**src/rtl/mem_lsu.sv**
```systemverilog
// Load/store unit in front of the unified 64-bit memory: one request in flight, alignment
// checking, and big-endian load extraction with optional sign extension.
module mem_lsu #(
  parameter int N = 64
) (
  input  logic         clk,
  input  logic         rst_n,
  input  logic         req_valid,
  output logic         req_ready,
  input  logic         req_write,
  input  logic [1:0]   req_size,
  input  logic         req_signed,
  input  logic [N-1:0] req_addr,
  input  logic [N-1:0] req_wdata,
  output logic         resp_valid,
  input  logic         resp_ready,
  output logic [N-1:0] resp_rdata,
  output logic         resp_err,
  output logic         mem_dword,
  output logic [1:0]   mem_memwrite,
  output logic [N-1:0] mem_dataadr,
  output logic [N-1:0] mem_writedata,
  input  logic [N-1:0] mem_readdata
);
  typedef enum logic [1:0] {IDLE, EXEC, RESP} state_t;

  state_t       state_q;
  logic         write_q, signed_q, err_q, rerr_q;
  logic [1:0]   size_q;
  logic [N-1:0] addr_q, wdata_q, rdata_q;

  logic         accept, err_d, exec;
  logic [31:0]  w;
  logic [7:0]   b;
  logic [N-1:0] ld_data, rdata_d;

  assign req_ready = (state_q == IDLE) | ((state_q == RESP) & resp_ready);
  assign accept    = req_valid & req_ready;
  assign exec      = (state_q == EXEC);

  assign err_d = (req_size == 2'd3) |
                 ((req_size == 2'd1) & (|req_addr[1:0])) |
                 ((req_size == 2'd2) & (|req_addr[2:0]));

  // Memory returns the addressed 32-bit word in the low half for non-dword reads.
  assign w = mem_readdata[31:0];

  always_comb begin
    case (addr_q[1:0])
      2'd0:    b = w[31:24];
      2'd1:    b = w[23:16];
      2'd2:    b = w[15:8];
      default: b = w[7:0];
    endcase
  end

  always_comb begin
    case (size_q)
      2'd0:    ld_data = {{(N-8){signed_q & b[7]}}, b};
      2'd1:    ld_data = {{(N-32){signed_q & w[31]}}, w};
      default: ld_data = mem_readdata;
    endcase
  end

  assign rdata_d = (write_q | err_q) ? '0 : ld_data;

  always_comb begin
    mem_memwrite = 2'd0;
    if (exec & write_q & ~err_q) begin
      case (size_q)
        2'd0:    mem_memwrite = 2'd2;
        2'd1:    mem_memwrite = 2'd1;
        2'd2:    mem_memwrite = 2'd3;
        default: mem_memwrite = 2'd0;
      endcase
    end
  end

  assign mem_dword     = exec & ~write_q & ~err_q & (size_q == 2'd2);
  assign mem_dataadr   = addr_q;
  assign mem_writedata = wdata_q;
  assign resp_valid    = (state_q == RESP);
  assign resp_rdata    = rdata_q;
  assign resp_err      = rerr_q;

  always_ff @(posedge clk or negedge rst_n) begin
    if (!rst_n) begin
      state_q  <= IDLE;
      write_q  <= 1'b0;
      signed_q <= 1'b0;
      err_q    <= 1'b0;
      size_q   <= 2'd0;
      addr_q   <= '0;
      wdata_q  <= '0;
      rdata_q  <= '0;
      rerr_q   <= 1'b0;
    end else begin
      if (accept) begin
        write_q  <= req_write;
        signed_q <= req_signed;
        size_q   <= req_size;
        addr_q   <= req_addr;
        wdata_q  <= req_wdata;
        err_q    <= err_d;
      end
      case (state_q)
        IDLE: if (accept) state_q <= EXEC;
        EXEC: begin
          rdata_q <= rdata_d;
          rerr_q  <= err_q;
          state_q <= RESP;
        end
        RESP: if (resp_ready) state_q <= req_valid ? EXEC : IDLE;
        default: state_q <= IDLE;
      endcase
    end
  end
endmodule

```
**config.mk**
```make
export PLATFORM = sky130hd
export DESIGN_NAME = mem_lsu
export DESIGN_NICKNAME = d
export VERILOG_FILES = /design/src/rtl/mem_lsu.sv
export SDC_FILE = /design/constraint.sdc
export NUM_CORES = 1
export LEC_CHECK = 0
export ABC_AREA = 0
export BUFFER_PORTS_ARGS = -buffer_cell sky130_fd_sc_hd__buf_2
export CAP_MARGIN = 10
export CORE_AREA = 5 5 149 151
export DETAILED_ROUTE_END_ITERATION = 10
export DIE_AREA = 0 0 154 156
export GPL_ROUTABILITY_DRIVEN = 1
export PLACE_DENSITY = 0.71
export SYNTH_ARGS = -nofsm -noshare
export SYNTH_HDL_FRONTEND = slang
export SYNTH_SLANG_ARGS = --single-unit
```
**constraint.sdc**
```tcl
create_clock -name clk -period 2.5 [get_ports clk]
set_input_delay 0.5 -clock clk [delete_from_list [all_inputs] [get_ports clk]]
set_output_delay 0.5 -clock clk [all_outputs]
set_load 0.1 [all_outputs]
```
==> metrics <==
RSZ-0062 raised after global routing=false; Worst-Skew Late Latency=440 ps; Worst Tran Pin Value=909 ps; Yosys top cell by area=dfrtp_1; crit-path max cell delay=430 ps; setup_tns=0 ps; CP startpoint=size_q[0]; ranking of synthesized cells by area=dfrtp_1, mux2_2, a221o_1; core area=20700 sq um; hold buffers post-CTS=0; RR Startpoint=mem_dataadr[0]; TritonCTS buffer count=17; outcome=completed; WP buf/inv=2; DP Worst Slack=280 ps; Lkg Pwr=5.48 nW; Critical Path AT=1750 ps; slowest CP cell=dfrtp_1; Net Sw Frac=0.566; hold crit path type=in2async; Mapped Nets=775; Synth cell types=32; Worst EP required=2000 ps; Die Y=156 um; row count=53; IO buf count=397; storage element area=5000 sq um; clock slew at reported path FFs=80 ps; Synth Register Bits=200; starting density of the core=0.381; min Tclk post-route=2250 ps; maxcap violations=0; IO Count=398; post-cts gate resize count=0; Syn Inst Count=571; Post-synth top cells=dfrtp_1, mux2_2, nor2_1; number of synthesized flops with an enable pin=0; post-synthesis cell area=7880 sq um; asr flop ratio synth=1.00; antenna violations before repair=6; via/cell ratio=4.88; cells along the critical path=inv_1 > ha_1 > nor2_1 > nor3_4 > buf_12; Ys Warns=0; clk buf depth=2; first-pass GRT wire length=36700 um; clock power share=0.180; FMAX=0.445 GHz; clk_skew=21.6 ps; final period utilization=0.898; die area=24000 sq um; final wirelength=23900 um; top-count cell post-synth=dfrtp_1; area of the multi-input gates=2700 sq um; router iterations before antenna repair=4; Synth top area share=0.636; internal power=7.10 mW; via count=6115; grt total ovfl=0; Setup Viol. Count Final=0; fin. max-slew vios=0; nets=1165; Power per Cell Area=1500 nW/um^2; R2R setup slack=270 ps; endpoint class of the critical path=output port; switching power=9.27 mW; VDD IR max=0.000977 V; PnR worst setup slack=254 ps; sequential group share of total power=0.279; Synth Flop Type=dfrtp_1; gp weighted congestion=0.833; H-tree depth=4; CTS tree=yes; ANT nets after route=0; Sink Count=200; largest net degree at the start of global routing=73; Post-route DRC=0; Max transition margin=0.392; die width=154 um; DR iter-0 viols=286; GRT Total Usage=0.193; synthesized area per cell=13.8 sq um; register area share after synthesis=0.636; Setup Buffers After CTS=0; Final Hold Viols=0; area grow syn2layout=38.1%; type of the worst setup path=reg2out; vias in the first global route=6635; share of cells above drive strength 1=0.599; Final HPWL DP=18200 um; clk root buf=clkbuf_16; critical path peak fanout=8; cell family with the largest share of critical-path delay=flip-flops; startpoint types=flip-flop; Layout fillers=1860; Comb power frac=0.541; drt wl/cell=19.0 um
[layout make-up]
type	instances	area share
inverters	4	0.00138
diodes	5	0.00115
flip-flops and latches	200	0.460
clock buffers	18	0.0404
clock inverters	14	0.0182
multi-input cells	331	0.248
well taps	275	0.0316
repair buffers	407	0.199
[sequential cells by signal, summed over array words and instances, names as in the netlist]
signal	flops
resp_err	1
err_q	1
state_q	2
mem_writedata	64
size_q	2
resp_rdata	64
write_q	1
mem_dataadr	64
signed_q	1
[power by group through the flow]
| stage | Clock, mW | Combinational, mW | Sequential, mW |
|---|---|---|---|
| floorplan | 0 | 1.31 | 10.6 |
| global placement | 0 | 8.86 | 4.57 |
| detailed placement | 0 | 8.92 | 4.61 |
| CTS | 3.02 | 8.92 | 4.56 |
| global route | 3.15 | 9.14 | 4.68 |
| finish | 2.95 | 8.86 | 4.56 |
[metal layers]
metal | global-route usage | part of all wire | wire length (um)
met1 | 0.221 | 0.37 | 8860
met2 | 0.335 | 0.52 | 12300
met3 | 0.0760 | 0.096 | 2290
met4 | 0.0631 | 0.016 | 380
met5 | 0 | 0 | 0
[worst register-to-register path, stage by stage (launching register included)]
cell and delay, ps:
dfrtp_1 730, mux2i_1 210, o22a_1 280, nor3_4 710, a221o_1 230
[worst paths after layout]
kind                       depth (start not counted)           endpoint
setup / recovery                                   5    mem_memwrite[1]
max in group asynchronous                          2     resp_rdata[62]
setup reg to reg                                   4     resp_rdata[28]
min in group clk                                   2  mem_writedata[42]
hold reg to reg                                    2     resp_rdata[54]
hold / removal                                     1     resp_rdata[52]
[cells by family (layout without fill, tap and decap cells)]
group,after synthesis,after routing,share of synthesized area
flip-flops,200,200,0.636
other,0,5,0
buffers and inverters,40,443,0.0256
adder cells (fa/ha/maj),4,4,0.00636
AND/OR/NAND/NOR,95,95,0.0531
multiplexers,143,143,0.203
AO/OA/AOI/OAI,89,89,0.0764
[stage by stage]
step / cells / hold slack [ps] / utilization / area (sq um) / total power, mW
detailed placement: 1217 / 465 / 0.494 / 10200 / 13.5
global route: 1254 / 64.7 / 0.526 / 10900 / 17.0
global placement: 1217 / 456 / 0.494 / 10200 / 13.4
finish: 1254 / 30.6 / 0.526 / 10900 / 16.4
CTS: 1249 / 41.9 / 0.525 / 10900 / 16.5
floorplan: 571 / 204 / - / 7900 / 11.9
[layout by cell type, fill, tap and decap left out, types with 2 or more instances in the layout]
master     instances
o21ai_0           40
nor2_1            42
inv_8              4
mux2_2           134
inv_1              4
nor3_4             2
inv_6              5
o21ai_1            2
a21oi_1            9
a22oi_1            8
mux2i_1            9
ha_1               4
diode_2            5
buf_2            393
dfrtp_1          200
nor2b_1            3
clkinv_8           3
nand3_1            2
a221o_1           24
buf_12             7
buf_4              6
bufinv_16          2
clkbuf_16         17
clkbuf_8           2
nand2_1           36
Power figures use the tool's default switching activity.
